**src/rtl/axilite_pkg.sv**
```systemverilog
// Shared types and helpers for the AXI-Lite register slave.
package axilite_pkg;

    localparam int         RESP_WIDTH  = 2;
    localparam logic [1:0] RESP_OKAY   = 2'b00;
    localparam logic [1:0] RESP_SLVERR = 2'b10;

    typedef enum logic {W_IDLE, W_RESP} wr_state_t;
    typedef enum logic {R_IDLE, R_DATA} rd_state_t;

    function automatic logic [31:0] strb_merge(input logic [31:0] old_v,
                                               input logic [31:0] new_v,
                                               input logic [3:0]  strb);
        logic [31:0] res;
        for (int b = 0; b < 4; b++)
            res[8*b +: 8] = strb[b] ? new_v[8*b +: 8] : old_v[8*b +: 8];
        return res;
    endfunction

endpackage

```
**src/rtl/axilite_reg_slave.sv**
```systemverilog
// AXI-Lite responder exposing NUM_REGS 32-bit registers, with independent
// write (AW/W capture, commit, B) and read (AR, R) paths.
module axilite_reg_slave
    import axilite_pkg::*;
#(
    parameter int ADDR_WIDTH = 8,
    parameter int DATA_WIDTH = 32,
    parameter int NUM_REGS   = 16
) (
    input  logic                     aclk,
    input  logic                     areset,
    input  logic [ADDR_WIDTH-1:0]    awaddr,
    input  logic                     awvalid,
    output logic                     awready,
    input  logic [31:0]              wdata,
    input  logic [3:0]               wstrb,
    input  logic                     wvalid,
    output logic                     wready,
    output logic [RESP_WIDTH-1:0]    bresp,
    output logic                     bvalid,
    input  logic                     bready,
    input  logic [ADDR_WIDTH-1:0]    araddr,
    input  logic                     arvalid,
    output logic                     arready,
    output logic [31:0]              rdata,
    output logic [RESP_WIDTH-1:0]    rresp,
    output logic                     rvalid,
    input  logic                     rready,
    output logic [32*NUM_REGS-1:0]   reg_q,
    output logic [NUM_REGS-1:0]      reg_wr
);

    localparam int IDX_W = ADDR_WIDTH - 2;

    if (DATA_WIDTH != 32) begin : g_bad_data_width
        $error("axilite_reg_slave: DATA_WIDTH must be 32");
    end
    if (NUM_REGS * 4 > 2 ** ADDR_WIDTH) begin : g_bad_num_regs
        $error("axilite_reg_slave: NUM_REGS does not fit in the address space");
    end

    // Byte-lane bits are dropped: accesses are word-aligned by truncation.
    logic unused_addr_bits;
    assign unused_addr_bits = ^{awaddr[1:0], araddr[1:0]};

    wr_state_t                       wstate_q, wstate_d;
    rd_state_t                       rstate_q, rstate_d;
    logic                            aw_held_q, aw_held_d, w_held_q, w_held_d;
    logic [IDX_W-1:0]                widx_q, widx_d;
    logic [31:0]                     wdata_q, wdata_d;
    logic [3:0]                      wstrb_q, wstrb_d;
    logic                            awready_q, awready_d, wready_q, wready_d;
    logic                            bvalid_q, bvalid_d;
    logic [RESP_WIDTH-1:0]           bresp_q, bresp_d;
    logic [NUM_REGS-1:0]             reg_wr_q, reg_wr_d;
    logic [NUM_REGS-1:0][31:0]       regs_q, regs_d;
    logic                            arready_q, arready_d, rvalid_q, rvalid_d;
    logic [31:0]                     rdata_q, rdata_d;
    logic [RESP_WIDTH-1:0]           rresp_q, rresp_d;
    logic [IDX_W-1:0]                ridx;
    logic                            w_mapped, r_mapped;

    assign ridx     = araddr[ADDR_WIDTH-1:2];
    assign w_mapped = int'(widx_q) < NUM_REGS;
    assign r_mapped = int'(ridx) < NUM_REGS;

    always_comb begin
        wstate_d  = wstate_q;
        aw_held_d = aw_held_q;
        w_held_d  = w_held_q;
        widx_d    = widx_q;
        wdata_d   = wdata_q;
        wstrb_d   = wstrb_q;
        awready_d = awready_q;
        wready_d  = wready_q;
        bvalid_d  = bvalid_q;
        bresp_d   = bresp_q;
        reg_wr_d  = '0;
        regs_d    = regs_q;
        case (wstate_q)
            W_IDLE: begin
                if (awvalid && awready_q) begin
                    aw_held_d = 1'b1;
                    widx_d    = awaddr[ADDR_WIDTH-1:2];
                end
                if (wvalid && wready_q) begin
                    w_held_d = 1'b1;
                    wdata_d  = wdata;
                    wstrb_d  = wstrb;
                end
                // Commit uses the held copies, so the capture above cannot
                // race it: both readies are already low once both are held.
                if (aw_held_q && w_held_q) begin
                    for (int i = 0; i < NUM_REGS; i++) begin
                        if (w_mapped && int'(widx_q) == i) begin
                            regs_d[i]   = strb_merge(regs_q[i], wdata_q, wstrb_q);
                            reg_wr_d[i] = 1'b1;
                        end
                    end
                    bresp_d  = w_mapped ? RESP_OKAY : RESP_SLVERR;
                    bvalid_d = 1'b1;
                    wstate_d = W_RESP;
                end
                awready_d = (wstate_d == W_IDLE) && !aw_held_d;
                wready_d  = (wstate_d == W_IDLE) && !w_held_d;
            end
            W_RESP: begin
                awready_d = 1'b0;
                wready_d  = 1'b0;
                if (bready) begin
                    bvalid_d  = 1'b0;
                    aw_held_d = 1'b0;
                    w_held_d  = 1'b0;
                    awready_d = 1'b1;
                    wready_d  = 1'b1;
                    wstate_d  = W_IDLE;
                end
            end
            default: wstate_d = W_IDLE;
        endcase
    end

    always_comb begin
        rstate_d  = rstate_q;
        arready_d = arready_q;
        rvalid_d  = rvalid_q;
        rdata_d   = rdata_q;
        rresp_d   = rresp_q;
        case (rstate_q)
            R_IDLE: begin
                arready_d = 1'b1;
                if (arvalid && arready_q) begin
                    rdata_d = '0;
                    for (int i = 0; i < NUM_REGS; i++)
                        if (r_mapped && int'(ridx) == i) rdata_d = regs_q[i];
                    rresp_d   = r_mapped ? RESP_OKAY : RESP_SLVERR;
                    rvalid_d  = 1'b1;
                    arready_d = 1'b0;
                    rstate_d  = R_DATA;
                end
            end
            R_DATA: begin
                arready_d = 1'b0;
                if (rready) begin
                    rvalid_d  = 1'b0;
                    arready_d = 1'b1;
                    rstate_d  = R_IDLE;
                end
            end
            default: rstate_d = R_IDLE;
        endcase
    end

    always_ff @(posedge aclk) begin
        if (areset) begin
            wstate_q  <= W_IDLE;
            rstate_q  <= R_IDLE;
            aw_held_q <= 1'b0;
            w_held_q  <= 1'b0;
            widx_q    <= '0;
            wdata_q   <= '0;
            wstrb_q   <= '0;
            awready_q <= 1'b0;
            wready_q  <= 1'b0;
            bvalid_q  <= 1'b0;
            bresp_q   <= '0;
            reg_wr_q  <= '0;
            regs_q    <= '0;
            arready_q <= 1'b0;
            rvalid_q  <= 1'b0;
            rdata_q   <= '0;
            rresp_q   <= '0;
        end else begin
            wstate_q  <= wstate_d;
            rstate_q  <= rstate_d;
            aw_held_q <= aw_held_d;
            w_held_q  <= w_held_d;
            widx_q    <= widx_d;
            wdata_q   <= wdata_d;
            wstrb_q   <= wstrb_d;
            awready_q <= awready_d;
            wready_q  <= wready_d;
            bvalid_q  <= bvalid_d;
            bresp_q   <= bresp_d;
            reg_wr_q  <= reg_wr_d;
            regs_q    <= regs_d;
            arready_q <= arready_d;
            rvalid_q  <= rvalid_d;
            rdata_q   <= rdata_d;
            rresp_q   <= rresp_d;
        end
    end

    assign awready = awready_q;
    assign wready  = wready_q;
    assign bvalid  = bvalid_q;
    assign bresp   = bresp_q;
    assign arready = arready_q;
    assign rvalid  = rvalid_q;
    assign rdata   = rdata_q;
    assign rresp   = rresp_q;
    assign reg_wr  = reg_wr_q;
    assign reg_q   = regs_q;

endmodule
```
**config.mk**
```make
export PLATFORM = sky130hd
export DESIGN_NAME = axilite_reg_slave
export DESIGN_NICKNAME = d
export VERILOG_FILES = /design/src/rtl/axilite_pkg.sv /design/src/rtl/axilite_reg_slave.sv
export SDC_FILE = /design/constraint.sdc
export NUM_CORES = 1
export LEC_CHECK = 0
export BUFFER_PORTS_ARGS = -buffer_cell sky130_fd_sc_hd__buf_2
export CORE_ASPECT_RATIO = 0.8
export CORE_MARGIN = 2
export CORE_UTILIZATION = 40
export CTS_BUF_LIST = sky130_fd_sc_hd__clkbuf_4 sky130_fd_sc_hd__clkbuf_8
export DETAILED_ROUTE_END_ITERATION = 16
export SYNTH_ARGS = -nofsm -noshare
export SYNTH_HDL_FRONTEND = slang
export SYNTH_SLANG_ARGS = --single-unit
```
**constraint.sdc**
```tcl
create_clock -name aclk -period 2.6 [get_ports aclk]
set_clock_uncertainty 0.1 [all_clocks]
set_input_delay 0.39 -clock aclk [delete_from_list [all_inputs] [get_ports aclk]]
set_output_delay 0.39 -clock aclk [all_outputs]
set_load 0.02 [all_outputs]
```
==> results <==
- In this run the clock root is driven by a sky130_fd_sc_hd__clkbuf_8.
- After layout, the worst setup slack is 0.143 ns.
- The number of design rule violations left after detail routing is 0.
- The flow ran to the end, and the final reports show no timing, DRC or antenna violations.
- Synthesis handed over a netlist of 3408 instances.
- The buffer count from post-CTS setup fixing is 0.
- The first-pass GRT wire length is 185000 um.
- After global routing the overflow that remains totals 0.
- The global router's overall resource usage is 36.6%.
- The max-capacitance violation count is 0.
- The die area is 67300 sq um.
- The async set-reset flop share out of synthesis is 0%.
- The multi-input combinational cells in the finished layout cover a total of 12500 sq um.
- The sum of negative setup slack is 0 ns.
- The relative area change from synthesis to final layout is 31.0%.
- The portion of the post-synthesis area used by sequential elements is 47.0%.
- Counting flops and latches in the post-synthesis netlist gives 613.
- In the final layout, the share of cells above drive strength 1 is 26.8%.
- The tightest min-delay check is of the input port to flop type.
- The final route contains 30300 vias.
- TritonCTS built the clock tree.
- The vertical extent of the die is 233 um.
- For this run, the leading register cell type out of synthesis is sky130_fd_sc_hd__dfxtp_1.
- In the routed layout, each cell is associated on average with a via count of 6.01.
- The final count of hold timing violations is 0.
- The worst endpoint data arrival time is 2.93 ns.
- The largest net degree at the start of global routing is 86.
- The detailed-placement wirelength estimate is 94800 um.
- The post-synth design cell area is 26100 sq um.
- After layout, the minimum clock period comes to 2.46 ns.
- The worst pin sits at a relative slew slack of 29.1%.
- STA classifies the critical path startpoint as a flop.
- In this run the number of H-tree levels came out at 3.
- After clock tree synthesis, the clock-pin slew on the worst setup and hold paths is 0.06 ns.
- The type of element capturing the critical path is a flop.
- The detailed router finished its first iteration with 4078 violations.
- The worst slack at placement is -0.140 ns.
- The count of buffers added on input and output ports is 621.
- The number of pins with negative max-slew slack in the final report came to 0.
- For this run, the share of the core covered by cells in the final layout is 53.1%.
- The first TritonRoute pass finished after 6 iterations.
- The worst-case IR drop observed on VDD is 0.000360 V.
- The areal power density over the cells is 591 nW/um^2.
- The final net count is 4177.
- The clock sink count is 613.
- The number of warnings printed during yosys synthesis is 0.
- The routability-driven placement congestion ratio is 0.948.
- In this run the static leakage power is 0.0138 uW.
- The most common cell after layout, fill and taps aside is sky130_fd_sc_hd__nand2_1.
- After filler insertion, the fill cell instance count of the layout stands at 6371.
- In this run the worst path has a maximum fanout of 3.
- The final layout contains routed wiring with a total length of 129000 um.
- The average instance area after synthesis is 7.66 sq um.
- Counting distinct cell types in the post-synthesis netlist gives 74.
- The die is 290 um wide.
- The deepest clock path buffer count is 3.
- The number of enable flip-flop cells after synthesis is 0.
- The highest clock rate is 0.407 GHz.
- The top-level I/O count is 628.
- The worst hold margin is 0.166 ns.
- Setup repair after global routing left no endpoint under its margin.
- Once the floorplan was initialized, standard cells occupied 40.5% of the core.
- Registers take 12300 sq um.
- At the later pin of the worst-skew pair, clock insertion delay measures 0.72 ns.
- The initial antenna violation count is 2.
- The setup path with the least slack is of type flop to flop.
- The routed length per placed instance is 25.6 um.
- Row generation in the floorplan step produced 83 rows.
- The total CTS buffers is 99.
- After floorplanning, the core was sized to cover 64400 sq um.
- Data on the critical path is required at its endpoint by 3.07 ns.
- The total of endpoints with negative setup slack in the final report is 0.
- The number of global-route vias before repair came to 28000.
- In the layout the commonest cells are sky130_fd_sc_hd__nand2_1 (687), sky130_fd_sc_hd__buf_2 (620), sky130_fd_sc_hd__dfxtp_1 (613).
- For the pin with the worst max-slew slack, the measured transition is 1.06 ns.
- The count of antenna-violating nets left after detailed routing is 0.
- The fraction of the cycle the final worst path needs is 94.5%.
- The final total power is 20200 uW.
[cell usage after synthesis (all sizes together) (15+ instances only)]
cell type	count	area [sq um]
nor3	46	230
nand2	688	2580
a211oi	15	133
a221oi	71	628
o22ai	47	294
buf	49	280
clkbuf	286	1070
a22oi	26	195
a221o	15	150
o21ai	408	2040
o221ai	27	236
a21oi	592	2970
nand3	156	781
dfxtp	613	12300
nor2	186	778
[cell type report]
class,count,share of cell area [%]
diodes,1,0.00732
clock buffers,168,6.03
clock inverters,9,0.377
inverters,4,0.0439
multi-input cells,2457,36.6
flip-flops and latches,613,35.9
well taps,850,3.11
repair buffers,943,17.9
[through the flow]
| step | cells | instance area [sq um] |
|---|---|---|
| finish | 5045 | 34200 |
| global route | 5045 | 34200 |
| CTS | 5044 | 34200 |
| detailed placement | 4817 | 31500 |
| global placement | 4817 | 31500 |
| floorplan | 3409 | 26100 |
[layer usage]
metal,wire length [um],track usage (%)
met5,13,0
met4,5580,15.2
met3,14400,8.11
met2,58600,58.1
met1,50600,48.0
[state kept, by name, summed over array words and instances (netlist names), 4 cells and up]
register	cells
reg_q	512
rdata	32
wdata_q	32
reg_wr	16
widx_q	6
wstrb_q	4
[critical path, cell delays in order, from the launching register on]
cell and delay, ns:
sky130_fd_sc_hd__dfxtp_1 0.42, sky130_fd_sc_hd__or4b_2 0.72, sky130_fd_sc_hd__a21o_1 0.18, sky130_fd_sc_hd__a21oi_1 0.18, sky130_fd_sc_hd__a211oi_2 0.07, sky130_fd_sc_hd__buf_4 0.15, sky130_fd_sc_hd__o221ai_1 0.41, sky130_fd_sc_hd__a221oi_2 0.11
[what timing repair did]
action | CTS | global route
hold buffers | 50 | 0
endpoints found under the hold margin | 62 | 0
resized for setup | 0 | 0
[where the power goes]
group | switching (uW) | internal [uW] | total [uW] | leakage, uW
logic | 796 | 428 | 1220 | 0.00769
clock network | 4100 | 5180 | 9280 | 0.00116
registers | 219 | 9460 | 9680 | 0.00494
total | 5120 | 15100 | 20200 | 0.0138
[path summary, 6_finish.rpt]
check	from	end	slack (ns)	depth (start not counted)
worst max register to register	reg_q[157]$_SDFFE_PP0P_	rdata[29]$_SDFFE_PP0P_	0.14	7
worst max-delay path	reg_q[157]$_SDFFE_PP0P_	rdata[29]$_SDFFE_PP0P_	0.14	7
worst min-delay path	arvalid	arready$_SDFF_PP0_	0.17	5
worst min register to register	wdata_q[7]$_SDFFE_PP0P_	wdata_q[7]$_SDFFE_PP0P_	0.35	2
[kinds of logic after synthesis]
family | share of synthesized area [%]
xor+xnor | 0.0336
flops | 47.0
other cells | 0.0144
mux | 0.580
buf+inv | 5.24
compound gates | 28.1
simple gates | 19.0
(Power assumes the default switching activity.)
